===== config.mk =====
export PLATFORM = sky130hd
export DESIGN_NAME = butterfly_ctrl_flat
export DESIGN_NICKNAME = d
export VERILOG_FILES = /design/src/rtl/butterfly_ctrl_if.sv /design/src/rtl/butterfly_ctrl.sv /design/src/flat_wrapper.sv
export SDC_FILE = /design/constraint.sdc
export NUM_CORES = 1
export LEC_CHECK = 0
export ABC_AREA = 1
export BUFFER_PORTS_ARGS = -buffer_cell sky130_fd_sc_hd__buf_2
export CAP_MARGIN = 20
export CORE_UTILIZATION = 55
export DETAILED_ROUTE_END_ITERATION = 6
export GPL_TIMING_DRIVEN = 0
export PLACE_DENSITY = 0.83
export RECOVER_POWER = 25
export SYNTH_ARGS = -nofsm -noshare
export SYNTH_HDL_FRONTEND = slang
export SYNTH_SLANG_ARGS = --single-unit

===== constraint.sdc =====
create_clock -name clk -period 4.2 [get_ports clk]
set_input_delay 0.21 -clock clk [delete_from_list [all_inputs] [get_ports clk]]
set_output_delay 0.21 -clock clk [all_outputs]
set_load 0.005 [all_outputs]

===== src/rtl/butterfly_ctrl_if.sv =====
// rtl/butterfly_ctrl_if.sv - control/address bundle between the FFT sequencer and its datapath
interface butterfly_ctrl_if;
    logic       start;
    logic       busy;
    logic       done;
    logic [1:0] s;
    logic       load;
    logic       en_real;
    logic       en_imag;
    logic [2:0] stage;
    logic [3:0] bfly_idx;
    logic [4:0] addr_a;
    logic [4:0] addr_b;
    logic [3:0] tw_addr;
    logic       wb_valid;
    logic [4:0] wb_addr_a;
    logic [4:0] wb_addr_b;

    modport master (
        input  start,
        output busy, done, s, load, en_real, en_imag, stage, bfly_idx,
               addr_a, addr_b, tw_addr, wb_valid, wb_addr_a, wb_addr_b
    );

    modport slave (
        output start,
        input  busy, done, s, load, en_real, en_imag, stage, bfly_idx,
               addr_a, addr_b, tw_addr, wb_valid, wb_addr_a, wb_addr_b
    );
endinterface


===== src/rtl/butterfly_ctrl.sv =====
// rtl/butterfly_ctrl.sv - 32-point radix-2 FFT sequencer: 5 stages x 16 butterflies, 4 cycles each
module butterfly_ctrl (
    input  logic              clk,
    input  logic              reset,
    butterfly_ctrl_if.master  bus
);

    typedef enum logic [2:0] {IDLE, C0, C1, C2, CAPT, GAP, FLUSH} state_t;

    state_t     state, state_nxt;
    logic [2:0] stage, stage_nxt;
    logic [3:0] bfly_idx, bfly_nxt;
    logic       wb_valid;
    logic [4:0] wb_addr_a, wb_addr_b;

    logic [1:0] s_c;
    logic       load_c;
    logic       en_c;

    logic [4:0] half, half_mask, grp_base, addr_a, addr_b;
    logic [3:0] pos, grp, tw_addr;

    always_ff @(posedge clk or posedge reset) begin
        if (reset) state <= IDLE;
        else       state <= state_nxt;
    end

    always_ff @(posedge clk or posedge reset) begin
        if (reset) begin
            stage     <= 3'd0;
            bfly_idx  <= 4'd0;
            wb_valid  <= 1'b0;
            wb_addr_a <= 5'd0;
            wb_addr_b <= 5'd0;
        end else begin
            stage    <= stage_nxt;
            bfly_idx <= bfly_nxt;
            wb_valid <= (state == CAPT);
            if (state == CAPT) begin
                wb_addr_a <= addr_a;
                wb_addr_b <= addr_b;
            end
        end
    end

    always_comb begin
        state_nxt = state;
        stage_nxt = stage;
        bfly_nxt  = bfly_idx;
        s_c       = 2'd3;
        load_c    = 1'b0;
        en_c      = 1'b0;
        case (state)
            IDLE: begin
                if (bus.start) begin
                    state_nxt = C0;
                    stage_nxt = 3'd0;
                    bfly_nxt  = 4'd0;
                end
            end
            C0: begin
                s_c       = 2'd0;
                load_c    = 1'b1;
                state_nxt = C1;
            end
            C1: begin
                s_c       = 2'd1;
                state_nxt = C2;
            end
            C2: begin
                s_c       = 2'd2;
                state_nxt = CAPT;
            end
            CAPT: begin
                en_c = 1'b1;
                if (bfly_idx != 4'd15) begin
                    bfly_nxt  = bfly_idx + 4'd1;
                    state_nxt = C0;
                end else if (stage != 3'd4) begin
                    state_nxt = GAP;
                end else begin
                    state_nxt = FLUSH;
                end
            end
            // Bubble lets the final write-back of a stage retire before the next stage reads.
            GAP: begin
                stage_nxt = stage + 3'd1;
                bfly_nxt  = 4'd0;
                state_nxt = C0;
            end
            FLUSH: begin
                stage_nxt = 3'd0;
                bfly_nxt  = 4'd0;
                state_nxt = IDLE;
            end
            default: begin
                stage_nxt = 3'd0;
                bfly_nxt  = 4'd0;
                state_nxt = IDLE;
            end
        endcase
    end

    // Butterfly span halves each stage; the group base is grp*2*half expressed as a shift.
    always_comb begin
        half      = 5'd16 >> stage;
        half_mask = half - 5'd1;
        pos       = bfly_idx & half_mask[3:0];
        grp       = bfly_idx >> (3'd4 - stage);
        grp_base  = {1'b0, grp} << (3'd5 - stage);
        addr_a    = grp_base | {1'b0, pos};
        addr_b    = addr_a + half;
        tw_addr   = pos << stage;
    end

    assign bus.busy      = (state != IDLE);
    assign bus.done      = (state == FLUSH);
    assign bus.s         = s_c;
    assign bus.load      = load_c;
    assign bus.en_real   = en_c;
    assign bus.en_imag   = en_c;
    assign bus.stage     = stage;
    assign bus.bfly_idx  = bfly_idx;
    assign bus.addr_a    = addr_a;
    assign bus.addr_b    = addr_b;
    assign bus.tw_addr   = tw_addr;
    assign bus.wb_valid  = wb_valid;
    assign bus.wb_addr_a = wb_addr_a;
    assign bus.wb_addr_b = wb_addr_b;

endmodule


===== src/flat_wrapper.sv =====
// flat-port wrapper written by rule: the top's interface ports become plain ports
module butterfly_ctrl_flat 
  (clk, reset, bus_start, bus_busy, bus_done, bus_s, bus_load, bus_en_real, bus_en_imag, bus_stage, bus_bfly_idx, bus_addr_a, bus_addr_b, bus_tw_addr, bus_wb_valid, bus_wb_addr_a, bus_wb_addr_b);
  butterfly_ctrl_if bus_i ();
  input  logic clk;
  input  logic reset;
  input wire logic [$bits(bus_i.start)-1:0] bus_start;
  output wire logic [$bits(bus_i.busy)-1:0] bus_busy;
  output wire logic [$bits(bus_i.done)-1:0] bus_done;
  output wire logic [$bits(bus_i.s)-1:0] bus_s;
  output wire logic [$bits(bus_i.load)-1:0] bus_load;
  output wire logic [$bits(bus_i.en_real)-1:0] bus_en_real;
  output wire logic [$bits(bus_i.en_imag)-1:0] bus_en_imag;
  output wire logic [$bits(bus_i.stage)-1:0] bus_stage;
  output wire logic [$bits(bus_i.bfly_idx)-1:0] bus_bfly_idx;
  output wire logic [$bits(bus_i.addr_a)-1:0] bus_addr_a;
  output wire logic [$bits(bus_i.addr_b)-1:0] bus_addr_b;
  output wire logic [$bits(bus_i.tw_addr)-1:0] bus_tw_addr;
  output wire logic [$bits(bus_i.wb_valid)-1:0] bus_wb_valid;
  output wire logic [$bits(bus_i.wb_addr_a)-1:0] bus_wb_addr_a;
  output wire logic [$bits(bus_i.wb_addr_b)-1:0] bus_wb_addr_b;
  assign bus_i.start = bus_start;
  assign bus_busy = bus_i.busy;
  assign bus_done = bus_i.done;
  assign bus_s = bus_i.s;
  assign bus_load = bus_i.load;
  assign bus_en_real = bus_i.en_real;
  assign bus_en_imag = bus_i.en_imag;
  assign bus_stage = bus_i.stage;
  assign bus_bfly_idx = bus_i.bfly_idx;
  assign bus_addr_a = bus_i.addr_a;
  assign bus_addr_b = bus_i.addr_b;
  assign bus_tw_addr = bus_i.tw_addr;
  assign bus_wb_valid = bus_i.wb_valid;
  assign bus_wb_addr_a = bus_i.wb_addr_a;
  assign bus_wb_addr_b = bus_i.wb_addr_b;
  butterfly_ctrl u_core (.clk(clk), .reset(reset), .bus(bus_i));
endmodule

* Word-level counts from Yosys, hierarchy flattened
Index checks and enable logic that the tools add are counted.
** Storage, ports and cells
- Register bits :: 21
- Bits in latches :: 0
- Memory bits (writable) :: 0
- Memory bits (read-only) :: 0
- Input bits :: 3
- Output and inout port bits :: 39
- Logic and storage cells :: 48
- Memories :: 0
** Cells by class
- Add/sub/neg operators :: 6
- $mul :: 0
- Div/mod/pow operators :: 0
- Magnitude comparators :: 0
- Eq/ne operators :: 10
- Shift operators :: 4
- Multiplexer cells :: 12
- Bitwise operators :: 4
- Reduce and logical (&&, ||, !) cells :: 6
** Operator list (number)
- 3-bit one-hot mux with 6 select lines :: 1
- 4-bit one-hot mux with 3 select lines :: 1
- 3-bit equality test (second input constant) :: 3
- 3-bit 2-to-1 mux :: 3
- 3-bit one-hot mux with 3 select lines :: 1
- 4-bit 2-to-1 mux :: 2
- 3-bit by 2-bit equality test with 1-bit output (second input constant) :: 2
- 2-bit one-hot mux with 3 select lines :: 1
- 3-bit subtractor (first input constant) :: 2
- 5-bit adder :: 1
- 5-bit by 4-bit bitwise OR with 5-bit output :: 1
- 4-bit by 3-bit << shifter with 5-bit output :: 1
- 5-bit by 3-bit right shift with 5-bit output (first input constant) :: 1
- 4-bit by 1-bit adder with 4-bit output (second input constant) :: 1
- 4-bit bitwise AND :: 1
- 2-bit != test (second input constant) :: 2
- 4-bit != test (second input constant) :: 1
- 4-bit OR reduction :: 1
- 4-bit by 3-bit << shifter with 4-bit output :: 1
- 4-bit by 3-bit right shift with 4-bit output :: 1
- 4-bit by 1-bit subtractor with 4-bit output (second input constant) :: 1
- 3-bit by 1-bit adder with 3-bit output (second input constant) :: 1
- 3-bit by 1-bit equality test with 1-bit output (second input constant) :: 1
- 3-bit zero test :: 1
- other kinds (8) :: 10

* Depth between registers and ports, before layout
- Word-level depth :: 5
- Depth in mapped cells :: 20
- Gate-level depth less buffers :: 18

* Least setup slack after synthesis
Ideal clock, no wire load.
- Path kind :: flip-flop to output port
- From :: register u_core.stage[0], in the netlist u_core.bus.stage[0]
- To :: output bus_addr_b[4]
- Arrival time :: 2.757 ns
- Data required time :: 3.990 ns
- Path slack :: 1.233 ns
- Stages on the path, launching flop included :: 20
- Buffers on the path :: 2
- Path through :: dfrtp_1 -> buf_6 -> clkinv_4 -> buf_2 -> ha_1 -> ha_1 -> a21boi_2 -> nand2_1 -> nand2_1 -> nand3_1 -> nand2_1 -> fa_1 -> nand3_1 -> nand2_1 -> nand2_1 -> nand2_1 -> inv_1 -> nand4_1 -> nand2_1 -> inv_1
** On the way
- Word-level cells in the longest chain between the ends :: 5
- Elaborated cells between the ends (all ways) :: 9
- Classes of those cells :: add/sub: 4; shift: 3; bitwise: 2
** RTL lines
- start: declaration :: line butterfly_ctrl.sv:11 : logic [2:0] stage, stage_nxt;
- start signal: assignment :: line butterfly_ctrl.sv:36 : stage <= stage_nxt;
- 3-bit subtractor / 5-bit by 3-bit right shift with 5-bit output (equally long branches) :: line butterfly_ctrl.sv:109, butterfly_ctrl.sv:106
- 4-bit by 3-bit right shift with 4-bit output / 4-bit by 1-bit subtractor with 4-bit output (equally long branches) :: line butterfly_ctrl.sv:109, butterfly_ctrl.sv:107
- 4-bit by 3-bit << shifter with 5-bit output / 4-bit bitwise AND (equally long branches) :: line butterfly_ctrl.sv:110, butterfly_ctrl.sv:108
- 5-bit by 4-bit bitwise OR with 5-bit output * :: line butterfly_ctrl.sv:111 : addr_a = grp_base | {1'b0, pos};
- net bus_addr_a[1] :: line flat_wrapper.sv:16 : output wire logic [$bits(bus_i.addr_a)-1:0] bus_addr_a;
- 5-bit adder * :: line butterfly_ctrl.sv:112 : addr_b = addr_a + half;
- end: declaration :: line flat_wrapper.sv:17 : output wire logic [$bits(bus_i.addr_b)-1:0] bus_addr_b;
The timed path passes the listed nets; every way through them passes the cells marked *.

* Final worst setup path
- From :: register u_core.stage[0], in the netlist u_core.bus.stage[0]
- To :: output bus_addr_b[4]
** On the way
- Word-level cells in the longest chain between the ends :: 5
- Elaborated cells between the ends (all ways) :: 9
- Classes of those cells :: add/sub: 4; shift: 3; bitwise: 2
** RTL lines (line)
- 3-bit subtractor / 5-bit by 3-bit right shift with 5-bit output (equally long branches) :: butterfly_ctrl.sv:109, butterfly_ctrl.sv:106
- 4-bit by 3-bit right shift with 4-bit output / 4-bit by 1-bit subtractor with 4-bit output (equally long branches) :: butterfly_ctrl.sv:109, butterfly_ctrl.sv:107
- 4-bit by 3-bit << shifter with 5-bit output / 4-bit bitwise AND (equally long branches) :: butterfly_ctrl.sv:110, butterfly_ctrl.sv:108
- 5-bit by 4-bit bitwise OR with 5-bit output :: butterfly_ctrl.sv:111
- 5-bit adder * :: butterfly_ctrl.sv:112
Mark *: on every way between the ends. The rest lies on a longest branch, timed or not.

==> summary.txt <==
Placed design
  • Routability congestion estimate from global placement: 0.9030
  • IO buf count: 41
  • Placed cell count: 278
  • Detail Placement HPWL: 2.917 mm

Clock network
  • Root cell of the clock tree: sky130_fd_sc_hd__clkbuf_4
  • Inserted Clock Buffers: 3
  • Maximum number of buffers from clock root to sink: 2
  • Source-to-sink clock delay at the later pin of the worst-skew pair: 310 ps
  • Number of clock sinks: 21
  • Clock input transition at the sequential cells of the worst setup and hold paths: 130 ps
  • TritonCTS clock tree: yes
  • H-tree Lvls: 1

Route
  • DR vias: 1,559
  • DRC Markers: 0
  • Amount of wire on met2 after detailed routing: 1.709 mm
  • Average via count per standard cell: 5.528
  • Initial DRT Pass Iterations: 4
  • Iteration-0 DRC count of the detailed router: 67
  • Average wire per cell in the routed design: 13.01 um
  • Remaining number of nets flagged by the antenna check after routing: 0
  • Highest layer used for signal routing: met4
  • Total length of routed wires: 3.668 mm
  • Met3 wire length: 212 um
  • Met1 Wirelength: 1.654 mm

Logic synthesis
  • Most frequent cells after synthesis: sky130_fd_sc_hd__nand2_1 (56), sky130_fd_sc_hd__inv_1 (22), sky130_fd_sc_hd__dfrtp_1 (21)
  • Post-Synthesis Net Count: 224
  • Biggest area consumer among synthesized cells: sky130_fd_sc_hd__dfrtp_1
  • FFs w/ async S/R, synth: 1.000
  • Number of synthesized flops with an enable pin: 0
  • Sequential fraction of the synthesis area: 0.3368
  • Post-synthesis sequential element count: 21
  • Most frequent cell after synthesis: sky130_fd_sc_hd__nand2_1
  • Most instantiated flip-flop cell in the synthesis netlist: sky130_fd_sc_hd__dfrtp_1
  • Netlist area before placement: 1560 um2
  • Post-synthesis cell type count: 35
  • Total of warnings raised by yosys: 0
  • Synthesized instance count: 207
  • Post-synthesis average cell area: 7.537 um2
  • Main area contributors after synthesis: sky130_fd_sc_hd__dfrtp_1 (34%), sky130_fd_sc_hd__nand2_1 (13%), sky130_fd_sc_hd__ha_1 (10%), sky130_fd_sc_hd__nand3_1 (5.5%), sky130_fd_sc_hd__inv_1 (5.3%)
  • Synth top area share: 0.3368

Power and ir drop
  • Peak supply drop: 0.4232 mV
  • Pwr Density: 505.4 nW/um2
  • Static leakage: 0.001076 uW

Status
  • Outcome: finished, final reports clean

Setup path
  • Number of buffers and inverters on the critical path: 7
  • Crit path top cell by count: sky130_fd_sc_hd__nand2_1
  • CP max stage cell: sky130_fd_sc_hd__dfrtp_1
  • Startpoint kind of the worst setup timing path: flop
  • WS Path Type: flop to output port
  • Critical path fanouts, max: 11
  • Slowest Stage Delay on Critical Path: 450 ps
  • Data required time of the critical path: 3990 ps
  • Cells traversed along the worst timing path: buf_6, clkinv_4, buf_2, ha_1, ha_2, inv_1, nand3_1, xor2_1, nor2_1, nor2_1, nand2_1, ha_1, a21oi_1, nand2_1, nand2_1, nand2_1, inv_1, nand4_1, nand2_1, inv_1, buf_2
  • Crit-path leading delay family: adder cells
  • Worst EP arrival: 3650 ps
  • Endpoint type of the worst setup path: output port

Floorplanning
  • Vertical extent of the die: 55.26 um
  • I/O Pins: 42
  • Total Die Area: 3054 um2
  • Initial standard-cell utilization of the core: 0.6077
  • Cell row count: 18
  • Core footprint: 2567 um2
  • Die width: 55.26 um

Finish
  • Share of final-layout standard cells stronger than drive strength 1: 0.2817
  • Final standard cell count with taps included and fillers excluded: 282
  • Number of filler cells placed in the layout: 228
  • Count of inserted antenna diode cells: 0
  • Net count, final: 270
  • Layout Area Growth over Synthesis: 17.64%

GRT
  • Antenna violations before repair: 0
  • Pin count of the biggest net entering global routing: 22
  • Aggregate global routing overflow: 0
  • Aggregate global-route resource usage: 0.2445
  • Number of global-route vias before repair: 1,396
  • First-pass GRT wire length: 6.120 mm

STA
  • Maximum clock rate: 0.2593 GHz
  • Final setup violation count: 0
  • Clk_skew: 0.8706 ps
  • Number of max-slew violations in the final report: 0
  • Slew Limit Headroom: 0.4796
  • Final Hold Violating Endpoints: 0
  • Pin slew with the least headroom to its limit: 779.7 ps
  • Final critical delay including setup and external delays: 3857 ps
  • Post-Route Setup TNS: 0 ps
  • Setup repair after global routing missed its margin: false
  • Portion of the clock cycle consumed by the worst path in the final layout: 0.9183

Job
  • Maximum capacitance violations: 0

Worst hold path
  • Path type of the worst min-delay path: input pin to asynchronous set/reset pin
[logic make-up (layout without fill, tap and decap cells)]
| family | count (synthesis) | count (layout) | synth area share |
|---|---|---|---|
| adder cells (fa/ha/maj) | 14 | 14 | 0.1171 |
| buffers and inverters | 31 | 76 | 0.08741 |
| XOR/XNOR | 3 | 3 | 0.01684 |
| AO/OA/AOI/OAI | 27 | 27 | 0.1171 |
| flip-flops | 21 | 21 | 0.3368 |
| AND/OR/NAND/NOR | 111 | 111 | 0.3248 |
[power by group]
group / switching, uW / total [uW] / internal, uW
clock network: 69.7 / 106 / 36.3
logic: 297 / 503 / 206
registers: 52.8 / 319 / 266
[layout make-up]
cell class | count | area (um2) | share of cell area
well taps | 30 | 37.54 | 0.02045
multi-input cells | 155 | 900.9 | 0.4908
repair buffers | 41 | 205.2 | 0.1118
plain buffers | 5 | 33.78 | 0.01840
clock inverters | 1 | 7.507 | 0.004090
inverters | 26 | 102.6 | 0.05590
flip-flops and latches | 21 | 525.5 | 0.2863
clock buffers | 3 | 22.52 | 0.01227
[state kept, by name, summed over array words and instances, names as in the netlist]
| name | count |
|---|---|
| u_core.bus.wb_addr_b | 5 |
| u_core.bus.wb_addr_a | 5 |
| u_core.state | 3 |
| u_core.bus.stage | 3 |
| u_core.bus.bfly_idx | 4 |
| u_core.bus.wb_valid | 1 |
[metrics by stage]
step	setup WS [ps]	hold slack, ps	cell area [um2]	total power [uW]	util
2_1_floorplan	1233	186.5	1560	650.0	-
3_3_place_gp	803.7	378.9	1803	811.1	0.7022
3_5_place_dp	726.1	389.2	1803	822.0	0.7022
4_1_cts	357.3	39.06	1833	927.5	0.7139
5_1_grt	35.94	80.59	1836	1008	0.7149
6_report	343.3	14.24	1836	927.6	0.7149
[layer usage]
metal,GRT usage,up-vias
met2,0.4217,71
met5,0,-
met1,0.3238,705
li1,-,768
met3,0.02810,15
met4,0.06786,0
[cell usage in the layout, fill, tap and decap left out, drive strengths merged, types with 2 or more instances in the layout]
cell type  count
nand2         60
buf           46
inv           25
dfrtp         21
nor2          20
nand3         18
ha            13
o21ai         10
a21oi          7
nor3           7
o22ai          4
xor2           3
clkbuf         3
nand4          3
a31oi          2
[what timing repair did]
item / CTS / global route
hold buffers: 0 / 0
setup buffers: 0 / 0
resized for setup: 0 / 1
setup endpoints to repair: 0 / 1
endpoints found under the hold margin: 0 / 0
[final timing paths]
check                                               end  depth (start not counted)  slack [ps]                     from
worst min register to register  u_core.bus.wb_addr_a[2]                          2         490  u_core.bus.wb_addr_a[2]
worst max register to register  u_core.bus.wb_addr_b[4]                         20         850      u_core.bus.stage[0]
worst max-delay path                      bus_addr_b[4]                         21         340      u_core.bus.stage[0]
worst min-delay path            u_core.bus.wb_addr_a[0]                          2          10                    reset
max in group asynchronous               u_core.state[0]                          2        3710                    reset
min in group clk                        u_core.state[0]                          3         170                bus_start
[worst reg2reg max path: cells and delay by family (launching register included)]
kind | cells | cell delay (ps)
buffers and inverters | 5 | 560
flip-flops | 1 | 450
XOR/XNOR | 1 | 240
AO/OA/AOI/OAI | 1 | 210
adder cells (fa/ha/maj) | 3 | 900
AND/OR/NAND/NOR | 10 | 880
Power figures use the tool's default switching activity.
